<file path="config.mk">
export PLATFORM = sky130hd
export DESIGN_NAME = kbd_matrix
export DESIGN_NICKNAME = d
export VERILOG_FILES = /design/src/rtl/kbd_pkg.sv /design/src/rtl/ps2_rx.sv /design/src/rtl/kbd_matrix.sv
export SDC_FILE = /design/constraint.sdc
export NUM_CORES = 1
export LEC_CHECK = 0
export CORE_AREA = 3 3 143 145
export DETAILED_ROUTE_END_ITERATION = 10
export DIE_AREA = 0 0 146 148
export PLACE_DENSITY_LB_ADDON = 0.15
export SETUP_SLACK_MARGIN = 0.2
export SLEW_MARGIN = 20
export SYNTH_ARGS = -nofsm -noshare
export SYNTH_HDL_FRONTEND = slang
export SYNTH_SLANG_ARGS = --single-unit
</file>
<file path="constraint.sdc">
create_clock -name mck -period 8 [get_ports mck]
set_clock_uncertainty 0.05 [all_clocks]
set_input_delay 1.6 -clock mck [delete_from_list [all_inputs] [get_ports mck]]
set_output_delay 1.6 -clock mck [all_outputs]
set_load 0.02 [all_outputs]
</file>
<file path="src/rtl/kbd_pkg.sv">
// Shared types, control-byte constants and the PS/2 set-2 to Z88 matrix map
// used by the keyboard front end.
package kbd_pkg;

    typedef enum logic [1:0] {
        RX_IDLE   = 2'd0,
        RX_DATA   = 2'd1,
        RX_PARITY = 2'd2,
        RX_STOP   = 2'd3
    } rx_state_e;

    typedef enum logic [1:0] {
        DEC_BASE   = 2'd0,
        DEC_EXT    = 2'd1,
        DEC_BRK    = 2'd2,
        DEC_EXTBRK = 2'd3
    } dec_state_e;

    localparam logic [7:0] CODE_EXT    = 8'hE0;
    localparam logic [7:0] CODE_BRK    = 8'hF0;
    localparam logic [7:0] CODE_BAT    = 8'hAA;
    localparam logic [7:0] CODE_ACK    = 8'hFA;
    localparam logic [7:0] CODE_ECHO   = 8'hEE;
    localparam logic [7:0] CODE_RESEND = 8'hFE;
    localparam logic [7:0] CODE_OVR0   = 8'h00;
    localparam logic [7:0] CODE_OVR1   = 8'hFF;

    // 1 when data plus parity bit hold an odd number of ones.
    function automatic logic odd_parity9(input logic [7:0] data, input logic par);
        return ^{par, data};
    endfunction

    // {ext, code} -> {valid, matrix index 8*row+col}
    function automatic logic [6:0] kbd_map(input logic [8:0] key);
        logic [6:0] res;
        case (key)
            9'h05A: res = {1'b1, 6'd6};   // Enter
            9'h029: res = {1'b1, 6'd61};  // Space
            9'h01C: res = {1'b1, 6'd53};  // A
            9'h012: res = {1'b1, 6'd62};  // left shift
            9'h059: res = {1'b1, 6'd63};  // right shift
            9'h066: res = {1'b1, 6'd7};   // backspace -> DEL
            9'h00D: res = {1'b1, 6'd60};  // Tab
            9'h076: res = {1'b1, 6'd59};  // Esc
            9'h175: res = {1'b1, 6'd27};  // Up
            9'h172: res = {1'b1, 6'd19};  // Down
            9'h16B: res = {1'b1, 6'd11};  // Left
            9'h174: res = {1'b1, 6'd3};   // Right
            9'h032: res = {1'b1, 6'd0};   // B
            9'h021: res = {1'b1, 6'd1};   // C
            9'h023: res = {1'b1, 6'd2};   // D
            9'h024: res = {1'b1, 6'd4};   // E
            9'h02B: res = {1'b1, 6'd5};   // F
            9'h034: res = {1'b1, 6'd8};   // G
            9'h033: res = {1'b1, 6'd9};   // H
            9'h043: res = {1'b1, 6'd10};  // I
            9'h03B: res = {1'b1, 6'd12};  // J
            9'h042: res = {1'b1, 6'd13};  // K
            9'h04B: res = {1'b1, 6'd14};  // L
            9'h03A: res = {1'b1, 6'd15};  // M
            9'h031: res = {1'b1, 6'd16};  // N
            9'h044: res = {1'b1, 6'd17};  // O
            9'h04D: res = {1'b1, 6'd18};  // P
            9'h015: res = {1'b1, 6'd20};  // Q
            9'h02D: res = {1'b1, 6'd21};  // R
            9'h01B: res = {1'b1, 6'd22};  // S
            9'h02C: res = {1'b1, 6'd23};  // T
            9'h03C: res = {1'b1, 6'd24};  // U
            9'h02A: res = {1'b1, 6'd25};  // V
            9'h01D: res = {1'b1, 6'd26};  // W
            9'h022: res = {1'b1, 6'd28};  // X
            9'h035: res = {1'b1, 6'd29};  // Y
            9'h01A: res = {1'b1, 6'd30};  // Z
            9'h016: res = {1'b1, 6'd31};  // 1
            9'h01E: res = {1'b1, 6'd32};  // 2
            9'h026: res = {1'b1, 6'd33};  // 3
            9'h025: res = {1'b1, 6'd34};  // 4
            9'h02E: res = {1'b1, 6'd35};  // 5
            9'h036: res = {1'b1, 6'd36};  // 6
            9'h03D: res = {1'b1, 6'd37};  // 7
            9'h03E: res = {1'b1, 6'd38};  // 8
            9'h046: res = {1'b1, 6'd39};  // 9
            9'h045: res = {1'b1, 6'd40};  // 0
            default: res = {1'b0, 6'd0};
        endcase
        return res;
    endfunction

endpackage

</file>
<file path="src/rtl/ps2_rx.sv">
// PS/2 frame receiver: pin synchronisers, falling-edge detect, start/data/
// parity/stop checking and an inactivity timeout that abandons partial frames.
module ps2_rx
    import kbd_pkg::*;
#(
    parameter int TIMEOUT = 2048
) (
    input  logic       mck,
    input  logic       rin,
    input  logic       ps2_clk,
    input  logic       ps2_dat,
    output logic       byte_vld,
    output logic [7:0] byte_data,
    output logic       rx_err
);

    localparam int CW = $clog2(TIMEOUT + 1);
    localparam logic [CW-1:0] TMO_MAX = CW'(TIMEOUT);

    logic            clk_meta_r, clk_sync_r, clk_prev_r;
    logic            dat_meta_r, dat_sync_r;
    logic            fall_r, dat_r;
    rx_state_e       state_r, state_s;
    logic [2:0]      bit_cnt_r;
    logic [7:0]      shift_r;
    logic            par_ok_r;
    logic [CW-1:0]   idle_cnt_r;
    logic            vld_s, err_s;

    // Two-flop synchronisers and registered falling-edge detect (pins idle high)
    always_ff @(posedge mck) begin
        if (rin) begin
            clk_meta_r <= 1'b1;
            clk_sync_r <= 1'b1;
            clk_prev_r <= 1'b1;
            dat_meta_r <= 1'b1;
            dat_sync_r <= 1'b1;
            fall_r     <= 1'b0;
            dat_r      <= 1'b1;
        end else begin
            clk_meta_r <= ps2_clk;
            clk_sync_r <= clk_meta_r;
            clk_prev_r <= clk_sync_r;
            dat_meta_r <= ps2_dat;
            dat_sync_r <= dat_meta_r;
            fall_r     <= clk_prev_r & ~clk_sync_r;
            dat_r      <= dat_sync_r;
        end
    end

    // Receiver next state; a clock edge always wins over a coincident timeout
    always_comb begin
        state_s = state_r;
        vld_s   = 1'b0;
        err_s   = 1'b0;
        if (fall_r) begin
            case (state_r)
                RX_IDLE: begin
                    if (!dat_r) begin
                        state_s = RX_DATA;
                    end else begin
                        err_s = 1'b1;
                    end
                end
                RX_DATA: begin
                    if (bit_cnt_r == 3'd7) begin
                        state_s = RX_PARITY;
                    end else begin
                        state_s = RX_DATA;
                    end
                end
                RX_PARITY: state_s = RX_STOP;
                RX_STOP: begin
                    state_s = RX_IDLE;
                    if (dat_r && par_ok_r) begin
                        vld_s = 1'b1;
                    end else begin
                        err_s = 1'b1;
                    end
                end
                default: state_s = RX_IDLE;
            endcase
        end else if ((idle_cnt_r == TMO_MAX) && (state_r != RX_IDLE)) begin
            state_s = RX_IDLE;
            err_s   = 1'b1;
        end else begin
            state_s = state_r;
        end
    end

    // Receiver state, shift datapath, idle counter and registered outputs
    always_ff @(posedge mck) begin
        if (rin) begin
            state_r    <= RX_IDLE;
            bit_cnt_r  <= 3'd0;
            shift_r    <= 8'd0;
            par_ok_r   <= 1'b0;
            idle_cnt_r <= '0;
            byte_vld   <= 1'b0;
            byte_data  <= 8'd0;
            rx_err     <= 1'b0;
        end else begin
            state_r  <= state_s;
            byte_vld <= vld_s;
            rx_err   <= err_s;
            if (vld_s) begin
                byte_data <= shift_r;
            end
            if (fall_r) begin
                idle_cnt_r <= '0;
            end else if (idle_cnt_r != TMO_MAX) begin
                idle_cnt_r <= idle_cnt_r + 1'b1;
            end
            if (fall_r) begin
                case (state_r)
                    RX_IDLE:   bit_cnt_r <= 3'd0;
                    RX_DATA: begin
                        shift_r   <= {dat_r, shift_r[7:1]};
                        bit_cnt_r <= bit_cnt_r + 3'd1;
                    end
                    RX_PARITY: par_ok_r <= odd_parity9(shift_r, dat_r);
                    default:   par_ok_r <= par_ok_r;
                endcase
            end
        end
    end

endmodule

</file>
<file path="src/rtl/kbd_matrix.sv">
// PS/2 keyboard front end: decodes set-2 make/break sequences into the 64-bit
// Z88 key matrix read by the gate array.
module kbd_matrix
    import kbd_pkg::*;
#(
    parameter int TIMEOUT = 2048
) (
    input  logic        mck,
    input  logic        rin,
    input  logic        ps2_clk,
    input  logic        ps2_dat,
    output logic [63:0] kbmat,
    output logic        key_evt,
    output logic        rx_err
);

    logic       byte_vld;
    logic [7:0] byte_data;
    dec_state_e dec_r, dec_s;
    logic       apply_s, make_s, ext_s, clear_s;
    logic [6:0] map_s;
    logic       map_vld_s;
    logic [5:0] idx_s;
    logic       changed_s;

    ps2_rx #(.TIMEOUT(TIMEOUT)) u_rx (
        .mck       (mck),
        .rin       (rin),
        .ps2_clk   (ps2_clk),
        .ps2_dat   (ps2_dat),
        .byte_vld  (byte_vld),
        .byte_data (byte_data),
        .rx_err    (rx_err)
    );

    // Decoder next state and the make/break request for the received byte
    always_comb begin
        dec_s   = dec_r;
        apply_s = 1'b0;
        make_s  = 1'b0;
        ext_s   = 1'b0;
        clear_s = 1'b0;
        if (!byte_vld) begin
            dec_s = dec_r;
        end else if ((byte_data == CODE_BAT) || (byte_data == CODE_ACK) ||
                     (byte_data == CODE_ECHO) || (byte_data == CODE_RESEND)) begin
            dec_s = dec_r;
        end else if ((byte_data == CODE_OVR0) || (byte_data == CODE_OVR1)) begin
            clear_s = 1'b1;
            dec_s   = DEC_BASE;
        end else begin
            case (dec_r)
                DEC_BASE: begin
                    if (byte_data == CODE_EXT) begin
                        dec_s = DEC_EXT;
                    end else if (byte_data == CODE_BRK) begin
                        dec_s = DEC_BRK;
                    end else begin
                        apply_s = 1'b1;
                        make_s  = 1'b1;
                        dec_s   = DEC_BASE;
                    end
                end
                DEC_EXT: begin
                    if (byte_data == CODE_BRK) begin
                        dec_s = DEC_EXTBRK;
                    end else begin
                        apply_s = 1'b1;
                        make_s  = 1'b1;
                        ext_s   = 1'b1;
                        dec_s   = DEC_BASE;
                    end
                end
                DEC_BRK: begin
                    apply_s = 1'b1;
                    dec_s   = DEC_BASE;
                end
                DEC_EXTBRK: begin
                    apply_s = 1'b1;
                    ext_s   = 1'b1;
                    dec_s   = DEC_BASE;
                end
                default: dec_s = DEC_BASE;
            endcase
        end
    end

    assign map_s     = kbd_map({ext_s, byte_data});
    assign map_vld_s = map_s[6];
    assign idx_s     = map_s[5:0];
    // Typematic repeats leave the bit as it is, so they raise no event.
    assign changed_s = make_s ? ~kbmat[idx_s] : kbmat[idx_s];

    // Decoder state, key matrix and change pulse
    always_ff @(posedge mck) begin
        if (rin) begin
            dec_r   <= DEC_BASE;
            kbmat   <= 64'd0;
            key_evt <= 1'b0;
        end else begin
            dec_r <= dec_s;
            if (clear_s) begin
                kbmat   <= 64'd0;
                key_evt <= 1'b1;
            end else if (apply_s && map_vld_s && changed_s) begin
                kbmat[idx_s] <= make_s;
                key_evt      <= 1'b1;
            end else begin
                key_evt <= 1'b0;
            end
        end
    end

endmodule
</file>
After elaboration in Yosys (flattened, before gate mapping):

Cells that the tools add are included.

* register bits: 110
* word-level logic and storage cells: 159
* output and inout port bits: 66

* add/sub/neg operators: 2
* muxes and demuxes: 45
* reduce and logical (&&, ||, !) cells: 24
* bitwise logic cells: 4
* equal/unequal tests: 64
* magnitude comparators: 2

Operators by type and width (number)
* $pmux W7 S47: 1
* $eq A9 B6 Y1 const B: 23
* $eq A9 B7 Y1 const B: 11
* $eq A9 B5 Y1 const B: 8
* $bwmux W64: 1
* $eq A8 B8 Y1 const B: 7
* $eq A9 B9 Y1 const B: 4
* $mux W1: 26
* $mux W2: 8
* $add A12 B1 Y12 const B: 1
* $eq A12 B12 Y1 const B: 1
* $ne A12 B12 Y1 const B: 1
* $reduce_and A2 Y1: 5
* $eq A9 B4 Y1 const B: 1
* $reduce_xor A9 Y1: 1
* $eq A2 B2 Y1 const B: 4
* $logic_not A8 Y1: 1
* $pmux W2 S4: 1
* $lt A6 B7 Y1 const B: 1
* $bmux W1 S6: 1
* $demux W1 S6: 1
* $ge A6 B1 Y1 const B: 1
* $pmux W1 S2: 3
* $pmux W2 S3: 1
* other kinds (13): 28

Longest topological paths before layout:

Gate-level depths: netlist (run 1).

* depth in word-level cells: 15
* gate-level depth with buffers: 19

By module:

A second synthesis (run 1) with hierarchy kept.

* cells, all modules: 799
* area total of the unflattened synthesis: 6541.3 µm²

Modules (own cells, without submodules)
* kbd_matrix: area an instance 4694.5 µm², cells an instance 586, times used 1, sequential area each 1341.3 µm²
* ps2_rx: area an instance 1846.8 µm², cells an instance 213, times used 1, sequential area each 860.8 µm²

Worst setup path after synthesis (run 1):

No wires, ideal clock.

* path type: reg2reg
* from: register u_rx.byte_data[2]
* to: register kbmat[10]
* path buffers: 4
* clock period less this slack: 3.632 ns
* cell stages (with the launch flop): 16
* required time: 7.877 ns
* arrival: 3.510 ns
* setup slack: 4.368 ns
* cells stage by stage: dfxtp_1 > buf_2 > or4bb_1 > o22ai_2 > and4bb_1 > nand4_2 > a21o_1 > buf_4 > mux4_2 > a211oi_1 > a21oi_1 > and3_1 > buf_6 > nand4b_4 > buf_6 > o22ai_2

* cells in the longest elaborated chain, start to end: 13
* elaborated cells on any way between the ends: 90

Ends and longest elaborated chain
* from (decl): RTL line ps2_rx.sv:13 `output logic [7:0] byte_data,`
* from (signal assigned): RTL line ps2_rx.sv:107 `byte_data <= shift_r;`
* $eq A8 B8 Y1, on equally long branches: RTL line kbd_matrix.sv:56, kbd_matrix.sv:65, kbd_matrix.sv:45
* $mux W1 / $logic_or A1 B1 Y1 (equally long branches): RTL line kbd_matrix.sv:56, kbd_matrix.sv:65, kbd_matrix.sv:45
* $pmux W1 S2 / $logic_or A1 B1 Y1 (equally long branches): RTL line kbd_matrix.sv:52, kbd_matrix.sv:45
* $mux W1 / $logic_or A1 B1 Y1 (equally long branches): RTL line kbd_matrix.sv:48, kbd_matrix.sv:46
* $mux W1: RTL line kbd_matrix.sv:45 `end else if ((byte_data == CODE_BAT) || (byte_data == CODE_ACK) ||`
* $mux W1: RTL line kbd_matrix.sv:43 `if (!byte_vld) begin`
* $eq A9 B7 Y1, or another cell as far along: RTL line kbd_pkg.sv:36 `case (key)`
* $pmux W7 S47: RTL line kbd_pkg.sv:36
* $lt A6 B7 Y1 (not written as such), or another cell as far along: RTL line kbd_matrix.sv:106 `kbmat[idx_s] <= make_s;`
* $logic_and A1 B1 Y1 (not written as such) / $mux W1 (equally long branches): RTL line kbd_matrix.sv:106, kbd_matrix.sv:92
* $mux W1 (not written as such) / $not A1 Y1 (equally long branches): RTL line kbd_matrix.sv:106, kbd_matrix.sv:92
* $demux W1 S6 / $mux W1 (equally long branches): RTL line kbd_matrix.sv:106, kbd_matrix.sv:92
* $bwmux W64 / $logic_and A1 B1 Y1 (equally long branches): RTL line kbd_matrix.sv:106, kbd_matrix.sv:105
* to (signal, indexed assignment): RTL line kbd_matrix.sv:106
* to (decl): RTL line kbd_matrix.sv:12 `output logic [63:0] kbmat,`

Several ways; a longest one is shown, not always the timed one. The select of a mux whose other input is x is not followed.
A chain may end at the register's enable or synchronous reset.

Worst setup path in the final report (run 1):

* from: register u_rx.byte_data[2]
* to: register kbmat[16]

Same word-level chain as after synthesis.

==> key figures, run 1 <==
Die
  • Core area: 0.01933 mm²
  • Starting Density: 34.88%
  • Full die area: 0.02161 mm²
  • Die width: 146 µm
  • Cell Rows: 51
  • IO Count: 70
  • Die Y: 148 µm

Setup path
  • Biggest cell delay along the critical path: 0.97 ns
  • Worst Setup Path Type: reg2reg
  • CP cell instances: or4_4 > o22ai_2 > or4_1 > nor2_1 > o22a_1 > mux2i_1 > mux2i_1 > o32ai_1 > nor4_2 > and3_1 > buf_4 > nor3_2 > a32o_1
  • Buf/Inv on CP: 1
  • Worst setup SP type: register
  • Critical path peak fanout: 41
  • CP delay by family, top: simple AND/OR/NAND/NOR gates
  • Crit end category: register
  • Slowest-stage cell, CP: dfxtp_1
  • Worst EP required: 8.21 ns
  • Most common cell on crit path: mux2i_1
  • CP arrival: 5.56 ns

Hold path
  • HP Class: reg2reg

Layout
  • Util after Layout: 40.28%
  • # diodes: 0
  • Share of post-route cells with drive strength above 1: 8.585%
  • Multi-input gate area: 0.004155 mm²
  • Layout fillers: 2002
  • Non-Filler Instances: 1127
  • Synthesis-to-layout area growth: 15.47%
  • FF/Latch Area: 0.002203 mm²
  • Nets@finish: 870

Flow run
  • Maxcap violations: 0

Power and ir drop
  • Leak pwr: 2.457 nW
  • Switching power: 0.2439 mW
  • PwrDens: 136.0 mW/mm²
  • Comb pwr share: 2.2%
  • Pint: 0.8155 mW
  • Switching portion of total power: 23.02%
  • Sequential share of power: 52.1%
  • Clock Power Share: 45.7%
  • Worst VDD drop: 93.05 µV

Placed design
  • DP Cell Count: 1111
  • Place WS: 2.614 ns
  • Hpwl dp: 15480 µm
  • RePlAce Congestion: 0.9229
  • Number of port buffers: 69

Global routing
  • Overflow after GRT: 0
  • Largest net degree at the start of global routing: 55
  • Tot GR Track Use: 19.86%
  • Initial antenna violation count: 0
  • Vias in the first global route: 5931
  • First-pass GRT wire length: 34370 µm

Timing
  • Least-Margin Pin Slew: 1.090 ns
  • Post-route setup slack: 2.642 ns
  • Maximum clock frequency: 0.1866 GHz
  • Min cycle time layout: 5.358 ns
  • Final slew viol count: 0
  • Fin crit share: 66.98%
  • Unrepaired setup endpoints after global routing: false
  • Setup violations, final: 0
  • Rel. slew slack: 26.74%
  • Fin Setup TNS: 0 ns
  • Hold Fails Final Rpt: 0

Routing
  • WL met3: 1518 µm
  • Vias per cell: 5.628
  • DR WL/cell: 19.39 µm
  • Met2 Wirelength: 9598 µm
  • TritonRoute pass-1 iters: 5
  • Vias: 6343
  • DRT iter0 DRCs: 512
  • Met1 wire length: 9816 µm
  • Drt drc: 0
  • DR top layer: met4
  • Final WL: 21850 µm
  • DRT antenna net count: 0

Yosys
  • Syn_area_per_cell: 8.096 µm²
  • Ys async rst share: 0%
  • Post-synth EDFFs: 0
  • Sequential cell area fraction in the yosys report: 32.65%
  • Synth unique cells: 83
  • Synthesized cell area: 0.006744 mm²
  • Synth top area share: 32.65%
  • Ys Warns: 0
  • Top cells by area, synth: dfxtp_1 33%, nand2_1 7.1%, a21oi_1 4.4%
  • Yosys top cell by area: dfxtp_1
  • Synthesized flop and latch total: 110
  • Post-synth top flop: dfxtp_1
  • Mapped Cells: 833
  • Mapped Nets: 846

Clock network
  • CTS resizes: 0
  • TritonCTS buffer count: 9
  • Num Clock Sinks: 110
  • # Post-CTS Setup Buffers: 0
  • Root Driver: clkbuf_16
  • CTS Buffer Depth: 2
  • Worst-Skew Late Latency: 0.36 ns
  • Clock slew at reported path FFs: 0.07 ns
  • CTS tree: yes
  • Hold buffer count at CTS: 0
  • CTS HTree Levels: 3

Outcome
  • Outcome: finished, final reports clean
==> layout make-up <==
type / count / share of cell area [%]
well taps: 265 / 4.258
repair buffers: 77 / 9.640
clock buffers: 10 / 3.069
flip-flops and latches: 110 / 28.29
clock inverters: 6 / 0.9961
multi-input cells: 651 / 53.36
inverters: 8 / 0.3856
==> cells in the final DEF (no fill, tap or decap), types with 11 or more instances in the layout <==
master           synthesis  routed
nand2_1                128     128
dfxtp_1                110     109
nor2_1                  71      71
clkdlybuf4s50_1          0      69
a21oi_1                 59      59
and2_1                  36      36
o21ai_0                 35      35
nand3_1                 29      29
nand4_1                 22      22
mux2i_1                 18      18
nor3_1                  15      15
o22ai_1                 14      14
xnor2_1                 14      14
o22ai_2                 12      12
o2bb2ai_1               11      11
==> metrics by stage <==
step                instance area [µm²]  hold slack, ns  power [mW]
global placement                   7463          0.3463      0.5889
CTS                                7780          0.3660       1.073
finish                             7787          0.3628       1.059
floorplan                          6744          0.3395      0.5816
global route                       7787          0.3899       1.094
detailed placement                 7463          0.3471      0.5887
==> synth_stat cells (10+ instances only) <==
library cell,instances
o2bb2ai_1,11
and2_1,36
clkbuf_1,21
nand2_1,128
dfxtp_1,110
o22ai_1,14
nand4_1,22
a21oi_1,59
buf_2,21
nor3_1,15
o21ai_0,35
nor2_1,71
o22ai_2,12
nand2b_1,10
and4_1,10
xnor2_1,14
buf_6,10
nand3_1,29
mux2i_1,18
==> state kept, by name, summed over array words and instances, names as in the netlist, 2 cells and up <==
register         cells
u_rx.bit_cnt_r       3
dec_r                2
u_rx.idle_cnt_r     12
kbmat               64
u_rx.shift_r         8
u_rx.byte_data       8
u_rx.state_r         2
==> path summary, 6_finish.rpt <==
path	startpoint	end	slack (ns)	cells after the start
hold / removal	u_rx.clk_prev_r$_SDFF_PP1_	u_rx.fall_r$_SDFF_PP0_	0.36	2
hold reg to reg	u_rx.clk_prev_r$_SDFF_PP1_	u_rx.fall_r$_SDFF_PP0_	0.36	2
setup / recovery	u_rx.byte_data[2]$_SDFFE_PP0P_	kbmat[16]$_SDFFE_PP0P_	2.64	13
setup reg to reg	u_rx.byte_data[2]$_SDFFE_PP0P_	kbmat[16]$_SDFFE_PP0P_	2.64	13
==> worst reg2reg max path, cell delays in order (launching register included) <==
cell and delay [ns]:
dfxtp_1 0.97, or4_4 0.31, o22ai_2 0.12, or4_1 0.81
nor2_1 0.32, o22a_1 0.68, mux2i_1 0.21, mux2i_1 0.20
o32ai_1 0.12, nor4_2 0.41, and3_1 0.24, buf_4 0.39
nor3_2 0.18, a32o_1 0.25
==> kinds of logic (layout without fill, tap and decap cells) <==
group,Yosys count,in the layout,synth area share [%]
XOR/XNOR,21,21,2.727
AO/OA/AOI/OAI,194,194,20.24
AND/OR/NAND/NOR,407,407,33.51
buffers and inverters,72,101,6.030
multiplexers,20,20,3.172
adder cells (fa/ha/maj),9,9,1.670
flip-flops,110,110,32.65
==> per-layer routing <==
layer	vias to the layer above	GRT usage, %
li1	3056	-
met1	2966	26.75
met2	264	30.54
met3	57	4.047
met4	0	9.501
met5	-	0
==> power groups by stage <==
stage | Clock [mW] | Combinational, mW | Sequential [mW]
after floorplan | 0 | 0.0169 | 0.565
after global placement | 0 | 0.0234 | 0.565
after detailed placement | 0 | 0.0233 | 0.565
after CTS | 0.497 | 0.0235 | 0.552
after global routing | 0.515 | 0.0256 | 0.553
final | 0.484 | 0.0229 | 0.552
Power figures use the tool's default switching activity.
==> run 2: changes to the inputs <==
==> constraint.sdc (replaced) <==
create_clock -name mck -period 4.8 [get_ports mck]
set_clock_uncertainty 0.05 [all_clocks]
set_input_delay 0.96 -clock mck [delete_from_list [all_inputs] [get_ports mck]]
set_output_delay 0.96 -clock mck [all_outputs]
set_load 0.02 [all_outputs]
==> run 2 against run 1 <==
  * Sequential share of layout area decreased by 1.1 points
  * Wire length increased by 1.2%
  * Design area increased by 4.6%
  * Via count increased by 1.5%
  * Critical endpoint is now kbmat[63]$_SDFFE_PP0P_
==> key figures, run 2 (same netlist as run 1, synthesis figures left out) <==
Global routing
  • Vias in the first global route: 6086 (was 5931)
  • Initial antenna violation count: 0 (unchanged)
  • Tot GR Track Use: 20.28% (was 19.86%)
  • Largest net degree at the start of global routing: 39 (was 55)
  • First-pass GRT wire length: 34950 µm (was 34370 µm)
  • Overflow after GRT: 0 (unchanged)

Power and ir drop
  • Worst VDD drop: 192.3 µV (was 93.05 µV)
  • Overall power: 1.708 mW (was 1.059 mW)
  • Leak pwr: 2.701 nW (was 2.457 nW)
  • PwrDens: 209.7 mW/mm² (was 136.0 mW/mm²)

Setup path
  • Crit end category: register (unchanged)
  • Worst Setup Path Type: reg2reg (unchanged)
  • CP arrival: 4.49 ns (was 5.56 ns)
  • Worst EP required: 5.04 ns (was 8.21 ns)
  • Critical path peak fanout: 19 (was 41)
  • Worst setup SP type: register (unchanged)

Layout
  • Finished Cell Area: 0.008143 mm² (was 0.007787 mm²)
  • Most common cell after layout, fill and taps aside: nand2_1 (unchanged)
  • Layout fillers: 1933 (was 2002)
  • Share of post-route cells with drive strength above 1: 13.66% (was 8.585%)
  • Nets@finish: 916 (was 870)
  • Number of flip-flops in the largest register: 64 (unchanged)
  • FF/Latch Area: 0.002212 mm² (was 0.002203 mm²)
  • Commonest non-fill, non-tap cells in the layout: 128 x nand2_1, 104 x dfxtp_1, 71 x nor2_1 (was 128 x nand2_1, 109 x dfxtp_1, 71 x nor2_1)
  • # diodes: 0 (unchanged)
  • Top flop regs: kbmat x64, u_rx.idle_cnt_r x12 (unchanged)
  • Biggest register: kbmat (unchanged)
  • Non-Filler Instances: 1173 (was 1127)
  • Synthesis-to-layout area growth: 20.74% (was 15.47%)
  • Multi-input gate area: 0.004165 mm² (was 0.004155 mm²)

Placed design
  • DP Cell Count: 1157 (was 1111)
  • Number of port buffers: 69 (unchanged)
  • Hpwl dp: 16570 µm (was 15480 µm)
  • RePlAce Congestion: 0.9320 (was 0.9229)
  • Area after DPL: 0.007815 mm² (was 0.007463 mm²)
  • Place WS: 0.2180 ns (was 2.614 ns)

Timing
  • Fin crit share: 88.56% (was 66.98%)
  • Unrepaired setup endpoints after global routing: false (unchanged)
  • Min cycle time layout: 4.251 ns (was 5.358 ns)
  • Maximum clock frequency: 0.2352 GHz (was 0.1866 GHz)
  • Final slew viol count: 0 (unchanged)
  • Least-Margin Pin Slew: 0.7317 ns (was 1.090 ns)
  • Rel. slew slack: 50.84% (was 26.74%)
  • Hold Fails Final Rpt: 0 (unchanged)
  • Fin Setup TNS: 0 ns (unchanged)
  • Setup violations, final: 0 (unchanged)
  • Post-route setup slack: 0.5490 ns (was 2.642 ns)

Routing
  • DRT iter0 DRCs: 499 (was 512)
  • Drt drc: 0 (unchanged)
  • Final WL: 22120 µm (was 21850 µm)
  • DRT antenna net count: 0 (unchanged)
  • TritonRoute pass-1 iters: 5 (unchanged)
  • Vias per cell: 5.491 (was 5.628)
  • Vias: 6441 (was 6343)
  • DR WL/cell: 18.86 µm (was 19.39 µm)

Die
  • Starting Density: 34.88% (unchanged)
  • Die Y: 148 µm (unchanged)
  • Full die area: 0.02161 mm² (unchanged)
  • Cell Rows: 51 (unchanged)
  • IO Count: 70 (unchanged)
  • Die width: 146 µm (unchanged)
  • Core area: 0.01933 mm² (unchanged)

Flow run
  • Maxcap violations: 0 (unchanged)

Clock network
  • CTS Buffer Depth: 2 (unchanged)
  • Worst-Skew Late Latency: 0.36 ns (about the same)
  • # Post-CTS Setup Buffers: 0 (unchanged)
  • Clock slew at reported path FFs: 0.07 ns (about the same)
  • Root Driver: clkbuf_16 (unchanged)
  • TritonCTS buffer count: 9 (unchanged)
  • CTS tree: yes (unchanged)
  • CTS HTree Levels: 3 (unchanged)
  • Num Clock Sinks: 110 (unchanged)

Hold path
  • HP Class: reg2reg (unchanged)

Outcome
  • Outcome: finished, final reports clean (unchanged)
==> run 2: cell count changes in the layout (fill, tap and decap cells not counted), moves of 2 or more <==
cell      previous run  this run
buf_4                8        53
dfxtp_1            109       104
dfxtp_2              1         5
clkbuf_8             1         3
inv_8                2         0
nor4bb_1             2         4
nor4bb_2             2         0
==> run 2: final cells by class <==
class | instances | area share [%]
flip-flops and latches | 110 | 27.17
well taps | 265 | 4.072
inverters | 8 | 0.3688
repair buffers | 123 | 13.61
clock buffers | 13 | 3.319
clock inverters | 3 | 0.3073
multi-input cells | 651 | 51.15
==> run 2: power breakdown <==
part / internal, mW / switching, mW
Combinational: 0.0141 / 0.0258
Clock: 0.399 / 0.348
Sequential: 0.916 / 0.00433
==> run 2: per-stage QoR <==
stage	utilization [%]	hold slack (ns)
after detailed placement	40.42	0.3452
after global routing	42.11	0.3899
final	42.11	0.3604
after global placement	40.42	0.3401
after floorplan	-	0.3395
after CTS	41.95	0.3632
==> run 2: what timing repair did <==
action | 4_1_cts | 5_1_grt
endpoints found under the setup margin | 13 | 42
hold buffers | 0 | 0
gates resized for setup | 1 | 10
==> run 2: worst max-delay path, stage by stage, from the launching register on <==
cell,delay [ns]
dfxtp_2,0.53
buf_4,0.24
or4bb_1,0.52
o22ai_2,0.17
and4bb_1,0.24
nand4_2,0.15
a21o_2,0.31
mux4_2,0.55
a211oi_1,0.27
a21oi_1,0.17
and3_1,0.22
nand4b_4,0.31
buf_12,0.26
o22ai_1,0.16
==> run 2: layer usage <==
layer / share of wire [%] / track usage (%)
met4: 2.9 / 8.231
met2: 46 / 32.38
met3: 5.7 / 4.598
met1: 45 / 26.66
met5: 0 / 0
==> run 2: path summary, 6_finish.rpt <==
path                                   from                          to  slack, ns  depth (start not counted)
max          u_rx.byte_data[1]$_SDFFE_PP0P_      kbmat[63]$_SDFFE_PP0P_       0.55                         13
min reg2reg      u_rx.clk_meta_r$_SDFF_PP1_  u_rx.clk_sync_r$_SDFF_PP1_       0.36                          1
max reg2reg  u_rx.byte_data[1]$_SDFFE_PP0P_      kbmat[63]$_SDFFE_PP0P_       0.55                         13
min              u_rx.clk_meta_r$_SDFF_PP1_  u_rx.clk_sync_r$_SDFF_PP1_       0.36                          1
